**src/rtl/multi_chan_fifo_pkg.sv**
```systemverilog
// Shared sizing helpers for the multi-channel FIFO.
// Channel index width, pointer width and almost-full threshold.
package multi_chan_fifo_pkg;

   function automatic int chan_w(input int nch);
      return (nch <= 1) ? 1 : $clog2(nch);
   endfunction

   function automatic int addr_w(input int depth);
      return $clog2(depth);
   endfunction

   function automatic int af_level(input int depth, input int margin);
      return depth - margin;
   endfunction

endpackage

```
**src/rtl/fifo_chan.sv**
```systemverilog
// One ring-buffer channel: storage, read/write pointers and occupancy.
// enq/deq arrive already qualified by the channel's own ready state.
module fifo_chan
   import multi_chan_fifo_pkg::*;
#(
   parameter int WIDTH     = 3,
   parameter int DEPTH     = 4,
   parameter int AF_MARGIN = 1
) (
   input  logic                    clk,
   input  logic                    rst_n,
   input  logic                    enq,
   input  logic                    deq,
   input  logic                    clear,
   input  logic [WIDTH-1:0]        enq_data,
   output logic [WIDTH-1:0]        head,
   output logic                    full,
   output logic                    empty,
   output logic                    safe,
   output logic [addr_w(DEPTH):0]  count
);

   localparam int AW = addr_w(DEPTH);
   localparam logic [AW:0] FULL_LVL = (AW+1)'(DEPTH);
   localparam logic [AW:0] AF_LVL   = (AW+1)'(af_level(DEPTH, AF_MARGIN));

   logic [WIDTH-1:0] mem [DEPTH];
   logic [AW-1:0]    rd_ptr;
   logic [AW-1:0]    wr_ptr;
   logic [AW:0]      cnt;

   always_ff @(posedge clk or negedge rst_n) begin
      if (!rst_n) begin
         rd_ptr <= '0;
         wr_ptr <= '0;
         cnt    <= '0;
      end else if (clear) begin
         rd_ptr <= '0;
         wr_ptr <= '0;
         cnt    <= '0;
      end else begin
         if (enq) wr_ptr <= wr_ptr + 1'b1;
         if (deq) rd_ptr <= rd_ptr + 1'b1;
         case ({enq, deq})
            2'b10:   cnt <= cnt + 1'b1;
            2'b01:   cnt <= cnt - 1'b1;
            default: cnt <= cnt;
         endcase
      end
   end

   // Storage is deliberately left out of reset; head masks stale data.
   always_ff @(posedge clk) begin
      if (enq && !clear) mem[wr_ptr] <= enq_data;
   end

   assign empty = (cnt == '0);
   assign full  = (cnt == FULL_LVL);
   assign safe  = (cnt < AF_LVL);
   assign head  = empty ? '0 : mem[rd_ptr];
   assign count = cnt;

endmodule

```
**src/rtl/multi_chan_fifo.sv**
```systemverilog
// NCH independent FIFO channels behind one enqueue and one dequeue port.
// Channel indices are decoded to one-hot fires; out-of-range indices are never ready.
module multi_chan_fifo
   import multi_chan_fifo_pkg::*;
#(
   parameter int WIDTH     = 3,
   parameter int DEPTH     = 4,
   parameter int NCH       = 2,
   parameter int AF_MARGIN = 1
) (
   input  logic                              CLK,
   input  logic                              RST_N,
   input  logic                              EN_enq,
   input  logic [chan_w(NCH)-1:0]            enq_chan,
   input  logic [WIDTH-1:0]                  enq_data,
   output logic                              RDY_enq,
   input  logic                              EN_deq,
   input  logic [chan_w(NCH)-1:0]            deq_chan,
   output logic                              RDY_deq,
   input  logic                              EN_clear,
   output logic [NCH*WIDTH-1:0]              first,
   output logic [NCH-1:0]                    not_empty,
   output logic [NCH-1:0]                    safe_to_enq,
   output logic [NCH*(addr_w(DEPTH)+1)-1:0]  count
);

   localparam int CW = chan_w(NCH);
   localparam int AW = addr_w(DEPTH);

   logic [NCH-1:0] full;
   logic [NCH-1:0] empty;
   logic [NCH-1:0] enq_sel;
   logic [NCH-1:0] deq_sel;

   always_comb begin
      RDY_enq = 1'b0;
      RDY_deq = 1'b0;
      for (int c = 0; c < NCH; c++) begin
         if (enq_chan == CW'(c)) RDY_enq = !full[c];
         if (deq_chan == CW'(c)) RDY_deq = !empty[c];
      end
   end

   always_comb begin
      enq_sel = '0;
      deq_sel = '0;
      for (int c = 0; c < NCH; c++) begin
         enq_sel[c] = EN_enq && RDY_enq && (enq_chan == CW'(c));
         deq_sel[c] = EN_deq && RDY_deq && (deq_chan == CW'(c));
      end
   end

   for (genvar c = 0; c < NCH; c++) begin : g_chan
      fifo_chan #(
         .WIDTH     (WIDTH),
         .DEPTH     (DEPTH),
         .AF_MARGIN (AF_MARGIN)
      ) u_chan (
         .clk      (CLK),
         .rst_n    (RST_N),
         .enq      (enq_sel[c]),
         .deq      (deq_sel[c]),
         .clear    (EN_clear),
         .enq_data (enq_data),
         .head     (first[c*WIDTH +: WIDTH]),
         .full     (full[c]),
         .empty    (empty[c]),
         .safe     (safe_to_enq[c]),
         .count    (count[c*(AW+1) +: AW+1])
      );
   end

   assign not_empty = ~empty;

endmodule

```
**config.mk**
```make
export PLATFORM = sky130hd
export DESIGN_NAME = multi_chan_fifo
export DESIGN_NICKNAME = d
export VERILOG_FILES = /design/src/rtl/multi_chan_fifo_pkg.sv /design/src/rtl/fifo_chan.sv /design/src/rtl/multi_chan_fifo.sv
export SDC_FILE = /design/constraint.sdc
export NUM_CORES = 1
export LEC_CHECK = 0
export CAP_MARGIN = 0
export CORE_ASPECT_RATIO = 0.7
export CORE_MARGIN = 2
export CORE_UTILIZATION = 50
export CTS_CLUSTER_SIZE = 8
export DETAILED_ROUTE_END_ITERATION = 6
export DONT_BUFFER_PORTS = 1
export GPL_ROUTABILITY_DRIVEN = 0
export GPL_TIMING_DRIVEN = 0
export PLACE_DENSITY_LB_ADDON = 0.2
export RECOVER_POWER = 25
export SETUP_SLACK_MARGIN = 0.05
export SLEW_MARGIN = 20
export SYNTH_ARGS = -nofsm -noshare
export SYNTH_HDL_FRONTEND = slang
export SYNTH_SLANG_ARGS = --single-unit
```
**constraint.sdc**
```tcl
create_clock -name CLK -period 3.9 [get_ports CLK]
set_input_delay 0.78 -clock CLK [delete_from_list [all_inputs] [get_ports CLK]]
set_output_delay 0.78 -clock CLK [all_outputs]
set_load 0.01 [all_outputs]
```
==> metrics.md <==
| Metric | Value |
|---|---|
| Worst-Skew Late Latency | 0.29 ns |
| Startpoint types | flip-flop |
| Minimum clock period | 2.43 ns |
| Synth Area per Inst | 13.3 um^2 |
| Max IR drop VDD | 0.000263 V |
| Row cnt | 18 |
| Reg2Reg Depth | 7 |
| Clock skew | 0.00878 ns |
| Syn Nets | 165 |
| Placed Area | 0.00200 mm^2 |
| Status | complete, no violations |
| Worst r2r src | g_chan[1].u_chan.count[1] |
| Post-route ant nets | 0 |
| Arr. time, crit path | between 1.5 and 2 ns |
| Final Cycle Share | between 60% and 70% |
| PostCTS Resize Cnt | 0 |
| Via density | 5.42 |
| Clock buffer depth | 2 |
| Total leakage power | 0.792 nW |
| # IOs | 28 |
| RSZ-0062 raised after global routing | false |
| Nets | 172 |
| Post-Syn Instances | 145 |
| Unique masters post-synth | 34 |
| First-pass GRT wire length | around 5.4 mm |
| Height of the die | around 56 um |
| Chip width | 78.3 um |
| CP Capture Type | output pin |
| Register area share after synthesis | 55.4% |
| P per Cell Area | 416 mW/mm^2 |
| Layout cells sized above 1 | 14.4% |
| DRT Wirelength | 3.30 mm |
| Vias in the first global route | 1,117 |
| Worst hold path type | input pin to async pin |
| Yosys synthesis warning count | 0 |
| Flops & latches, synth | 38 |
| CP required | 3.12 ns |
| Synth Cell Area | between 0.0015 and 0.002 mm^2 |
| Initial Util | 53.7% |
| Global Route Usage Sum | 16.7% |
| CTS buffer count | 5 |
| Number of port buffers | 0 |
| Post-route cell area | a little over 0.002 mm^2 |
| Grt ovf | 0 |
| Diode count | 0 |
| DR iter-0 viols | 79 |
| MaxCap Viol Count | 0 |
| Max-slew headroom at the worst pin | a little over half |
| Layout fillers | 308 |
| Routed vias | 1,100 |
| Hold Fails Final Rpt | 0 |
| Die ar. | 0.00439 mm^2 |
| DP Wirelength | around 2.6 mm |
| Layout area overhead | 7.44% |
| Clock tree sinks | 38 |
| First-pass DRT Iterations | 4 |
| Post-CTS Hold Buffers | 0 |
| Postcts setup bufs | 0 |
| Max-slew violations | 0 |
| Final Setup Violations | 0 |
| Std-Cell Core Area | roughly 0.0036 mm^2 |
| CTS Root Buffer Type | clkbuf_8 |
| Total negative slack | 0 ns |
| Clock transition at path regs | 0.07 ns |
| Worst Tran Pin Value | 0.678 ns |
| Worst-path fanout max | 7 |
| Pin count of the biggest net entering global routing | 15 |
| Fraction of registers with async set/reset | about 37% |
| CTS tree | yes |
| Ys flop type | edfxtp_1 |
| Initial antenna violation count | 0 |
| RR Endpoint | g_chan[1].u_chan.count[2] |
| Critical path type | flip-flop to output pin |
| Worst R2R Setup Slack | 1.65 ns |
| Fmax | 411 MHz |
| Residual DRC | 0 |
| Number of flops mapped to enable cells by yosys | 24 |
| CTS H-tree depth | 2 |
| Drt wl/cell | 16.3 um |
## kinds of logic after synthesis
family | share of synthesized area (%)
simple gates | 15.6
flops | 55.4
buf+inv | 3.10
mux | 11.1
compound gates | 4.01
fa+ha+maj | 7.24
xor+xnor | 3.62
## state kept, by name, summed over array words and instances (netlist names)
register              cells
g_chan.u_chan.rd_ptr      4
g_chan.u_chan.count       6
g_chan.u_chan.wr_ptr      4
g_chan.u_chan.mem        24
## stage by stage
step           instances  power [mW]  worst slack [ns]  utilization (%)  hold slack [ns]
4_1_cts              203       0.875              1.41             57.7            0.171
2_1_floorplan        145       0.595              1.65                -            0.484
3_5_place_dp         195       0.625              1.55             55.4            0.485
3_3_place_gp         195       0.620              1.58             55.4            0.485
6_report             203       0.864              1.47             57.7            0.176
5_1_grt              203       0.910              1.36             57.7            0.164
## report_power, final
group	switching (mW)	total [mW]	internal, mW
registers	0.0289	0.475	0.446
logic	0.0791	0.139	0.0598
clock network	0.127	0.249	0.123
total	0.235	0.864	0.629
## area by class of cell
| type | count | area (um^2) | area share, % |
|---|---|---|---|
| clock buffer | 6 | 72.6 | 3.49 |
| multi-input combinational | 93 | 803 | 38.7 |
| sequential | 38 | 1070 | 51.5 |
| buffer | 6 | 30.0 | 1.44 |
| tap | 50 | 62.6 | 3.01 |
| clock inverter | 2 | 8.76 | 0.421 |
| inverter | 8 | 30.0 | 1.44 |
## critical path: stages (launching register included)
cell	delay, ns
dfrtp_1	0.49
nor3_1	0.41
inv_1	0.24
and2_1	0.23
## metal layers
layer  part of all wire, %  vias to the layer above  track usage (%)
met2                    49                       20             26.8
met3                   3.8                        7             4.71
met4                   1.5                        0             6.77
met1                    46                      551             21.4
met5                     0                        -                0
li1                      -                      522                -
## synth_stat cells (2+ instances only)
cell type / instances / share of area [%]
a21oi_1: 5 / 1.3
and2_1: 3 / 0.97
buf_4: 2 / 0.78
clkbuf_1: 3 / 0.58
dfrtp_1: 14 / 18
edfxtp_1: 24 / 37
fa_1: 2 / 2.1
ha_1: 8 / 5.2
inv_1: 8 / 1.6
mux2_1: 2 / 1.2
mux2i_1: 3 / 1.6
mux4_2: 6 / 7.0
nand2_1: 4 / 0.78
nand2b_1: 5 / 1.6
nand3_1: 2 / 0.52
nor2_1: 15 / 2.9
nor2b_1: 8 / 2.6
nor3_1: 2 / 0.52
nor3b_1: 8 / 3.1
xnor2_1: 5 / 2.3
xor2_1: 3 / 1.4
## worst max path at each step
| stage | startpoint | to | depth (start not counted) |
|---|---|---|---|
| 2_1_floorplan | EN_enq | g_chan[0].u_chan.count[2] | 6 |
| 3_3_place_gp | EN_enq | g_chan[0].u_chan.count[2] | 6 |
| 3_5_place_dp | EN_enq | g_chan[0].u_chan.count[2] | 6 |
| 4_1_cts | g_chan[1].u_chan.count[1] | RDY_deq | 2 |
| 5_1_grt | g_chan[1].u_chan.count[1] | RDY_deq | 2 |
| 6_report | g_chan[0].u_chan.count[0] | first[0] | 3 |
## cells in the final DEF (no fill, tap or decap), types with 2 or more instances in the layout
cell	count
and2_1	3
a21oi_1	5
mux4_2	6
nand2b_1	5
mux2i_1	3
nor3b_1	8
edfxtp_1	24
nand3_1	2
fa_1	2
dfrtp_1	14
ha_1	8
xnor2_1	5
mux2_1	2
xor2_1	3
clkbuf_8	5
nor2_1	15
inv_1	8
nor2b_1	8
nand2_1	4
buf_4	2
nor3_1	2
clkbuf_1	4
No activity file was read; power rests on OpenSTA's default activity.
